**config.mk**
```make
export PLATFORM = sky130hd
export DESIGN_NAME = imem_loader
export DESIGN_NICKNAME = d
export VERILOG_FILES = /design/src/rtl/imem_loader.sv
export SDC_FILE = /design/constraint.sdc
export NUM_CORES = 1
export LEC_CHECK = 0
export ABC_AREA = 1
export ABC_CLOCK_PERIOD_IN_PS = 2050
export CORE_ASPECT_RATIO = 0.5
export CORE_UTILIZATION = 48
export CTS_CLUSTER_SIZE = 28
export DETAILED_ROUTE_END_ITERATION = 7
export GPL_TIMING_DRIVEN = 0
export PLACE_DENSITY = 0.76
export RECOVER_POWER = 25
export SYNTH_ARGS = -nofsm -noshare
export SYNTH_HDL_FRONTEND = slang
export SYNTH_SLANG_ARGS = --single-unit
```
**constraint.sdc**
```tcl
create_clock -name clk -period 2.05 [get_ports clk]
set_input_delay 0.5125 -clock clk [delete_from_list [all_inputs] [get_ports clk]]
set_output_delay 0.5125 -clock clk [all_outputs]
set_load 0.03 [all_outputs]
```
**src/rtl/imem_loader.sv**
```systemverilog
// imem_loader: boot-time instruction RAM writer.
// Receives a length-prefixed little-endian byte stream and writes 32-bit words
// sequentially from INSTR_SEG_BEGIN, holding the core in reset until the load
// completes cleanly.
// Optional feature macro: IMEM_LOADER_CHECKSUM_EN adds a trailing XOR checksum
// byte (state CHK) that must match before the load is reported done.
module imem_loader #(
  parameter logic [31:0] INSTR_SEG_BEGIN = 32'h0000_2000,
  parameter int          MAX_WORDS       = 2048
) (
  input  logic        clk,
  input  logic        rst_n,
  input  logic        start_i,
  input  logic [7:0]  rx_data_i,
  input  logic        rx_valid_i,
  output logic        rx_ready_o,
  output logic [31:0] addr_imem_ram_o,
  output logic [31:0] wr_instr_imem_ram_o,
  output logic        wr_en_imem_ram_o,
  output logic        busy_o,
  output logic        done_o,
  output logic        err_o,
  output logic        cpu_rst_n_o
);

  typedef enum logic [2:0] {
    S_IDLE  = 3'd0,
    S_LEN   = 3'd1,
    S_DATA  = 3'd2,
    S_WRITE = 3'd3,
    S_DONE  = 3'd4,
`ifdef IMEM_LOADER_CHECKSUM_EN
    S_CHK   = 3'd6,
`endif
    S_ERR   = 3'd5
  } state_t;

  localparam logic [16:0] LP_MAX_LEN = 17'(MAX_WORDS);

  state_t      r_state;
  logic [1:0]  r_byte_cnt;
  logic [11:0] r_idx;
  logic [15:0] r_len;
  logic [31:0] r_word;
  logic        r_rx_ready;
  logic [31:0] r_addr;
  logic [31:0] r_wr_instr;
  logic        r_wr_en;
  logic        r_busy;
  logic        r_done;
  logic        r_err;
  logic        r_cpu_rst_n;
`ifdef IMEM_LOADER_CHECKSUM_EN
  logic [7:0]  r_csum;
`endif

  logic        w_accept;
  logic [15:0] w_len;
  logic [11:0] w_idx_p1;
  logic        w_last;
  logic [31:0] w_addr_next;
  logic [31:0] w_word_next;

  assign w_accept    = rx_valid_i && r_rx_ready;
  // Second length byte completes the count; first byte is already in r_len[7:0].
  assign w_len       = {rx_data_i, r_len[7:0]};
  assign w_idx_p1    = r_idx + 12'd1;
  assign w_last      = ({4'd0, w_idx_p1} == r_len);
  assign w_addr_next = INSTR_SEG_BEGIN + {18'd0, r_idx, 2'b00};
  // Bytes shift in from the top so the first byte lands in bits [7:0].
  assign w_word_next = {rx_data_i, r_word[31:8]};

  // Loader FSM with all outputs registered alongside the state.
  always_ff @(posedge clk or negedge rst_n) begin
    if (!rst_n) begin
      r_state     <= S_IDLE;
      r_byte_cnt  <= 2'd0;
      r_idx       <= 12'd0;
      r_len       <= 16'd0;
      r_word      <= 32'd0;
      r_rx_ready  <= 1'b0;
      r_addr      <= INSTR_SEG_BEGIN;
      r_wr_instr  <= 32'd0;
      r_wr_en     <= 1'b0;
      r_busy      <= 1'b0;
      r_done      <= 1'b0;
      r_err       <= 1'b0;
      r_cpu_rst_n <= 1'b0;
`ifdef IMEM_LOADER_CHECKSUM_EN
      r_csum      <= 8'd0;
`endif
    end else begin
`ifdef IMEM_LOADER_CHECKSUM_EN
      // Running XOR of every length/payload byte; CHK compares rather than folds.
      if (w_accept && (r_state != S_CHK)) begin
        r_csum <= r_csum ^ rx_data_i;
      end
`endif
      case (r_state)
        S_IDLE, S_DONE, S_ERR: begin
          r_wr_en <= 1'b0;
          if (start_i) begin
            r_state     <= S_LEN;
            r_byte_cnt  <= 2'd0;
            r_idx       <= 12'd0;
            r_rx_ready  <= 1'b1;
            r_busy      <= 1'b1;
            r_done      <= 1'b0;
            r_err       <= 1'b0;
            r_cpu_rst_n <= 1'b0;
`ifdef IMEM_LOADER_CHECKSUM_EN
            r_csum      <= 8'd0;
`endif
          end
        end

        S_LEN: begin
          if (w_accept) begin
            if (r_byte_cnt == 2'd0) begin
              r_len[7:0] <= rx_data_i;
              r_byte_cnt <= 2'd1;
            end else begin
              r_len      <= w_len;
              r_byte_cnt <= 2'd0;
              if (w_len == 16'd0) begin
`ifdef IMEM_LOADER_CHECKSUM_EN
                r_state     <= S_CHK;
`else
                r_state     <= S_DONE;
                r_rx_ready  <= 1'b0;
                r_busy      <= 1'b0;
                r_done      <= 1'b1;
                r_cpu_rst_n <= 1'b1;
`endif
              end else if ({1'b0, w_len} > LP_MAX_LEN) begin
                r_state     <= S_ERR;
                r_rx_ready  <= 1'b0;
                r_busy      <= 1'b0;
                r_err       <= 1'b1;
                r_cpu_rst_n <= 1'b0;
              end else begin
                r_state <= S_DATA;
              end
            end
          end
        end

        S_DATA: begin
          if (w_accept) begin
            r_word     <= w_word_next;
            r_byte_cnt <= r_byte_cnt + 2'd1;
            if (r_byte_cnt == 2'd3) begin
              // Strobe is raised for exactly the WRITE cycle that follows.
              r_state    <= S_WRITE;
              r_rx_ready <= 1'b0;
              r_wr_en    <= 1'b1;
              r_addr     <= w_addr_next;
              r_wr_instr <= w_word_next;
            end
          end
        end

        S_WRITE: begin
          r_wr_en    <= 1'b0;
          r_byte_cnt <= 2'd0;
          if (w_last) begin
            // idx stays at N-1 so it never reaches MAX_WORDS.
`ifdef IMEM_LOADER_CHECKSUM_EN
            r_state     <= S_CHK;
            r_rx_ready  <= 1'b1;
`else
            r_state     <= S_DONE;
            r_busy      <= 1'b0;
            r_done      <= 1'b1;
            r_cpu_rst_n <= 1'b1;
`endif
          end else begin
            r_idx      <= w_idx_p1;
            r_state    <= S_DATA;
            r_rx_ready <= 1'b1;
          end
        end

`ifdef IMEM_LOADER_CHECKSUM_EN
        S_CHK: begin
          if (w_accept) begin
            r_rx_ready <= 1'b0;
            r_busy     <= 1'b0;
            if (rx_data_i == r_csum) begin
              r_state     <= S_DONE;
              r_done      <= 1'b1;
              r_cpu_rst_n <= 1'b1;
            end else begin
              r_state     <= S_ERR;
              r_err       <= 1'b1;
              r_cpu_rst_n <= 1'b0;
            end
          end
        end
`endif

        default: begin
          r_state     <= S_IDLE;
          r_rx_ready  <= 1'b0;
          r_wr_en     <= 1'b0;
          r_busy      <= 1'b0;
          r_cpu_rst_n <= 1'b0;
        end
      endcase
    end
  end

  assign rx_ready_o          = r_rx_ready;
  assign addr_imem_ram_o     = r_addr;
  assign wr_instr_imem_ram_o = r_wr_instr;
  assign wr_en_imem_ram_o    = r_wr_en;
  assign busy_o              = r_busy;
  assign done_o              = r_done;
  assign err_o               = r_err;
  assign cpu_rst_n_o         = r_cpu_rst_n;

endmodule
```
# After elaboration in Yosys (flattened, before gate mapping)
# Cells that the tools add are included.
dict set report classes {
  add_sub_neg 3
  n_mul 0
  n_div 0
  n_lt_le_gt_ge 1
  eq_ne 18
  n_shift 0
  n_mux 46
  bitwise_logic 3
  n_reduce_logical 21
}
# op count
set ops {}
lappend ops {{$mux W1} 24}
lappend ops {{$mux W12} 2}
lappend ops {{$mux W3} 8}
lappend ops {{$pmux W12 S2} 1}
lappend ops {{$ne A2 B2 Y1 const B} 10}
lappend ops {{$reduce_and A6 Y1} 3}
lappend ops {{$eq A12 B16 Y1} 1}
lappend ops {{$gt A16 B12 Y1 const B} 1}
lappend ops {{$logic_not A16 Y1} 1}
lappend ops {{$add A14 B14 Y15 const A} 1}
lappend ops {{$reduce_and A3 Y1} 5}
lappend ops {{$add A12 B1 Y12 const B} 1}
lappend ops {{$pmux W1 S4} 3}
lappend ops {{$pmux W3 S4} 1}
lappend ops {{$pmux W2 S4} 1}
lappend ops {{$reduce_and A7 Y1} 1}
lappend ops {{$eq A3 B2 Y1 const B} 2}
lappend ops {{$eq A3 B3 Y1 const B} 2}
lappend ops {{$mux W2} 3}
lappend ops {{$reduce_and A5 Y1} 1}
lappend ops {{$pmux W1 S2} 2}
lappend ops {{$reduce_and A4 Y1} 1}
lappend ops {{$reduce_bool A2 Y1} 2}
lappend ops {{$reduce_bool A4 Y1} 1}
lappend ops {{12 further kinds} 14}
dict set report word_totals {
  register_bits 135
  latchBits 0
  ram_bits 0
  mem_bits_ro 0
  inputBits 12
  output_inout_bits 70
  word_cells 106
  n_memories 0
}

# Depth between registers and ports, before layout
dict set report depth {
  ltp_word 6
  ltp_mapped 17
  depth_no_buf 16
}

# Least setup slack after synthesis
# OpenSTA, ideal clock, no wires.
dict set report synth_timing {
  path_kind {reg-to-reg}
  start {register r_idx[0]}
  end {register r_idx[8]}
  t_arrival_ns 1.792
  t_required_ns 1.930
  slack_ns 0.138
  stages_incl_launch_ff 17
  path_buffers 1
  path_cell_list {dfrtp_1 ha_1 inv_1 nand2_1 nand2_1 nand2_1 nor2_1 nand3_1 nor2_1 nand3_1 nor2_1 nand2_1 nand2_4 nand2_4 buf_6 nand2_2 o21ai_2}
}
dict set report synth_via {
  elab_chain_cells 4
  word_cells_on_any_way 6
  classes_between {1 x add/sub; 2 x eq/ne; 2 x mux; 1 x reduce/logical}
}
# item line_no
set synth_lines {}
lappend synth_lines {{from (decl)} 42} ;# logic [11:0] r_idx;
lappend synth_lines {{from (signal assigned)} 178} ;# r_idx <= w_idx_p1;
lappend synth_lines {{$add A12 B1 Y12 (*)} 67} ;# assign w_idx_p1 = r_idx + 12'd1;
lappend synth_lines {{$eq A12 B16 Y1} 68} ;# assign w_last = ({4'd0, w_idx_p1} == r_len);
lappend synth_lines {{$ne A2 B2 Y1 (no source line)} n/a}
lappend synth_lines {{$reduce_and A3 Y1 (no source line)} n/a}
# Every way passes the cells marked *; elsewhere a longest branch is shown, timed or not. The select of a mux whose other input is x is not followed.
# A chain may end at the register's enable or synchronous reset.

# Final worst setup path
dict set report layout_timing {
  start {register r_idx[0]}
  end {register r_idx[7]}
}
# The elaborated chain is that of the path after synthesis.

==> flow_summary.json <==
{
  "drv_slew": 0,
  "root_buffer": "clkbuf_16",
  "ys_ff_latch": 108,
  "final_common_cell": "nand2_1",
  "rows": 25,
  "synth_cells": 608,
  "htreeDepth": 3,
  "crit_top_cell": "nand3_1",
  "critical_path_buf_inv_count": 2,
  "criticalPathCategory": "reg2reg",
  "synth_area_leaders": "dfrtp_1 53%, nand2_1 14%, o21ai_0 8.5%",
  "grt-ovfl-total": 0,
  "viasPerCell": 5.04,
  "crit_start": "r_idx[0]$_DFFE_PN0P_",
  "vias": 4271,
  "synthDistinctLibCells": 29,
  "fin_crit_sh_pct": 99.9,
  "core_sq_um": 9790,
  "wl_um": 12100,
  "relSlewSlack_pct": 15.9,
  "critical_path.max_fanout": 8,
  "switching_share_pct": 36.7,
  "setup_ws_ns": 0.00126,
  "endpoint_kind": "flip-flop",
  "layout_min_cycle_time_ns": 2.05,
  "num_antenna_cells": 0,
  "ff2ff_path_depth": 15,
  "crit_path_top_delay_cell": "dfrtp_1",
  "pre_cts_slack_ns": -0.396,
  "start_kind": "flip-flop",
  "cpLargestDelayFamily": "simple AND/OR/NAND/NOR gates",
  "dpl.hpwl_um": 8520,
  "timing.hold.worst.class": "in2async",
  "yosys_warnings": 0,
  "area_growth_syn_to_layout_pct": 26.7,
  "crit_arrival_ns": 2.29,
  "worstPathCellList": "ha_4, nand2_4, nor2_4, nand3_1, nand3_1, nand2_1, inv_1, nand3_1, nor2_2, nand2_2, nand2_4, nand2_8, clkbuf_16, nand2_2, o21ai_2",
  "tightestPinTransition_ns": 1.26,
  "power.share.sequential_pct": 43.5,
  "synthesis.area_sq_um": 5020,
  "max_stage_delay_ns": 0.41,
  "power_density_nw_per_um2": 1080,
  "cts_tree": "yes",
  "io_pins": 82,
  "cts_buffer_depth": 2,
  "numCtsBuffers": 9,
  "pwr-share-clk_pct": 24.4,
  "clk_latency_ns": 0.35,
  "synth.avg_cell_area_sq_um": 8.26,
  "synth_top_cell_by_area": "dfrtp_1",
  "gp_congestion": 0.903,
  "dieHeight_um": 74.3,
  "critPathCapture": "r_idx[7]$_DFFE_PN0P_",
  "power.internal_mw": 4.35,
  "clk_pin_slew_worst_paths_ns": 0.07,
  "antenna_left": 0,
  "drc": 0,
  "antenna_found_initial": 0,
  "vdd_drop_max_mv": 0.609,
  "holdBufCountCts": 0,
  "layout-drive-gt1-share_pct": 14.4,
  "rrSetupSlack_ns": 0.001,
  "grt_usage_pct": 23.4,
  "die-area_sq_um": 10900,
  "pwr-share-comb_pct": 32.1,
  "crit_cells": 15,
  "fmax_mhz": 488,
  "yosys.area.top_type_share_pct": 53.3,
  "grt_pass1_wl_um": 19600,
  "grt_max_degree": 58,
  "r2r_end": "r_idx[7]$_DFFE_PN0P_",
  "first_global_vias": 3958,
  "seq_area_frac_synth_pct": 53.8,
  "maxCapViolations": 0,
  "initial_core_util_pct": 51.3,
  "rsz0062_at_grt": "true",
  "setup_viol": 0,
  "initialDrtViolationCount": 341,
  "portBuffers": 62,
  "finalSetupTns_ns": 0,
  "leakagePower_nw": 3.07,
  "worstReg2RegStart": "r_idx[0]$_DFFE_PN0P_",
  "final_nets": 723,
  "cp.required_ns": 2.29,
  "skew_ns": 0.00699,
  "final_cell_mix": "183 x nand2_1, 107 x dfrtp_1, 83 x o21ai_0",
  "switchingPower_mw": 2.53,
  "wire_per_inst_um": 14.2,
  "cts_sinks": 108,
  "die_x_um": 147,
  "finalHoldViolCount": 0,
  "status": "complete, no violations",
  "dr.pass1.iters": 5
}
==> sequential cells by signal, indices dropped and copies added (netlist names), 2 cells and up <==
| name | cells |
|---|---|
| r_byte_cnt | 2 |
| wr_instr_imem_ram_o | 32 |
| r_idx | 12 |
| r_len | 16 |
| addr_imem_ram_o | 13 |
| r_word | 24 |
| r_state | 3 |
==> final cells by class <==
cell class                      count  area (sq um)
Inverter                           73           277
Multi-Input combinational cell    408          1980
Fill cell                         821          3420
Buffer                             36           239
Timing Repair Buffer               72           711
Clock inverter                      5          45.0
Tap cell                          135           169
Clock buffer                       11           243
Sequential cell                   108          2700
==> worst min-delay path by stage <==
stage | end | slack (ns) | start
3_5_place_dp | wr_instr_imem_ram_o[0]$_DFFE_PN0P_ | 0.47 | r_word[8]$_DFFE_PN0P_
5_1_grt | cpu_rst_n_o$_DFFE_PN0P_ | 0.50 | cpu_rst_n_o$_DFFE_PN0P_
3_3_place_gp | wr_instr_imem_ram_o[3]$_DFFE_PN0P_ | 0.46 | r_word[11]$_DFFE_PN0P_
6_report | wr_instr_imem_ram_o[5]$_DFFE_PN0P_ | 0.42 | rst_n
4_1_cts | wr_instr_imem_ram_o[6]$_DFFE_PN0P_ | 0.21 | rst_n
2_1_floorplan | addr_imem_ram_o[10]$_DFFE_PN0P_ | 0.22 | rst_n
==> metal layers <==
metal / global-route usage (%) / vias up / wire [um]
met5: 0 / - / 0
met4: 6.71 / 0 / 154
met3: 5.21 / 14 / 768
met2: 37.0 / 122 / 5420
met1: 33.0 / 2043 / 5730
li1: - / 2092 / -
==> cell families after synthesis <==
logic type	Yosys count	share of synthesized area (%)
AND/OR/NAND/NOR	278	23.5
other	1	0.0746
buffers and inverters	110	9.96
flip-flops	108	53.8
adder cells (fa/ha/maj)	3	0.747
AO/OA/AOI/OAI	108	11.9
==> cell usage after synthesis, drive strengths merged <==
master	n
nand2	197
dfrtp	107
o21ai	99
inv	73
nor2	37
nand3	28
buf	22
clkbuf	15
nand4	8
a21oi	6
nand3b	4
ha	3
nor3	3
a221oi	1
a31oi	1
and2	1
conb	1
dfstp	1
o22ai	1
==> metrics by stage <==
stage / hold WS (ns) / instances / utilization, % / instance area (sq um) / power [mW]
finish: 0.424 / 848 / 65.0 / 6370 / 6.88
global route: 0.499 / 848 / 65.0 / 6370 / 7.29
CTS: 0.211 / 845 / 64.0 / 6270 / 6.78
detailed placement: 0.465 / 824 / 60.3 / 5910 / 5.03
global placement: 0.457 / 823 / 60.1 / 5880 / 4.96
floorplan: 0.217 / 626 / - / 5090 / 4.31
==> repair_timing <==
action                                  in CTS  in global routing
endpoints found under the setup margin      64                 74
buffers inserted                             5                  3
pin swaps                                    4                  8
cloned                                       0                  1
endpoints found under the hold margin        0                  0
resized for setup                           14                 26
==> power by group through the flow <==
stage	logic, mW	registers (mW)	clock network, mW
2_1_floorplan	1.12	3.20	0
3_3_place_gp	1.96	3.00	0
3_5_place_dp	2.02	3.01	0
4_1_cts	2.10	2.98	1.70
5_1_grt	2.44	3.05	1.80
6_report	2.21	2.99	1.68
Power figures use the tool's default switching activity.
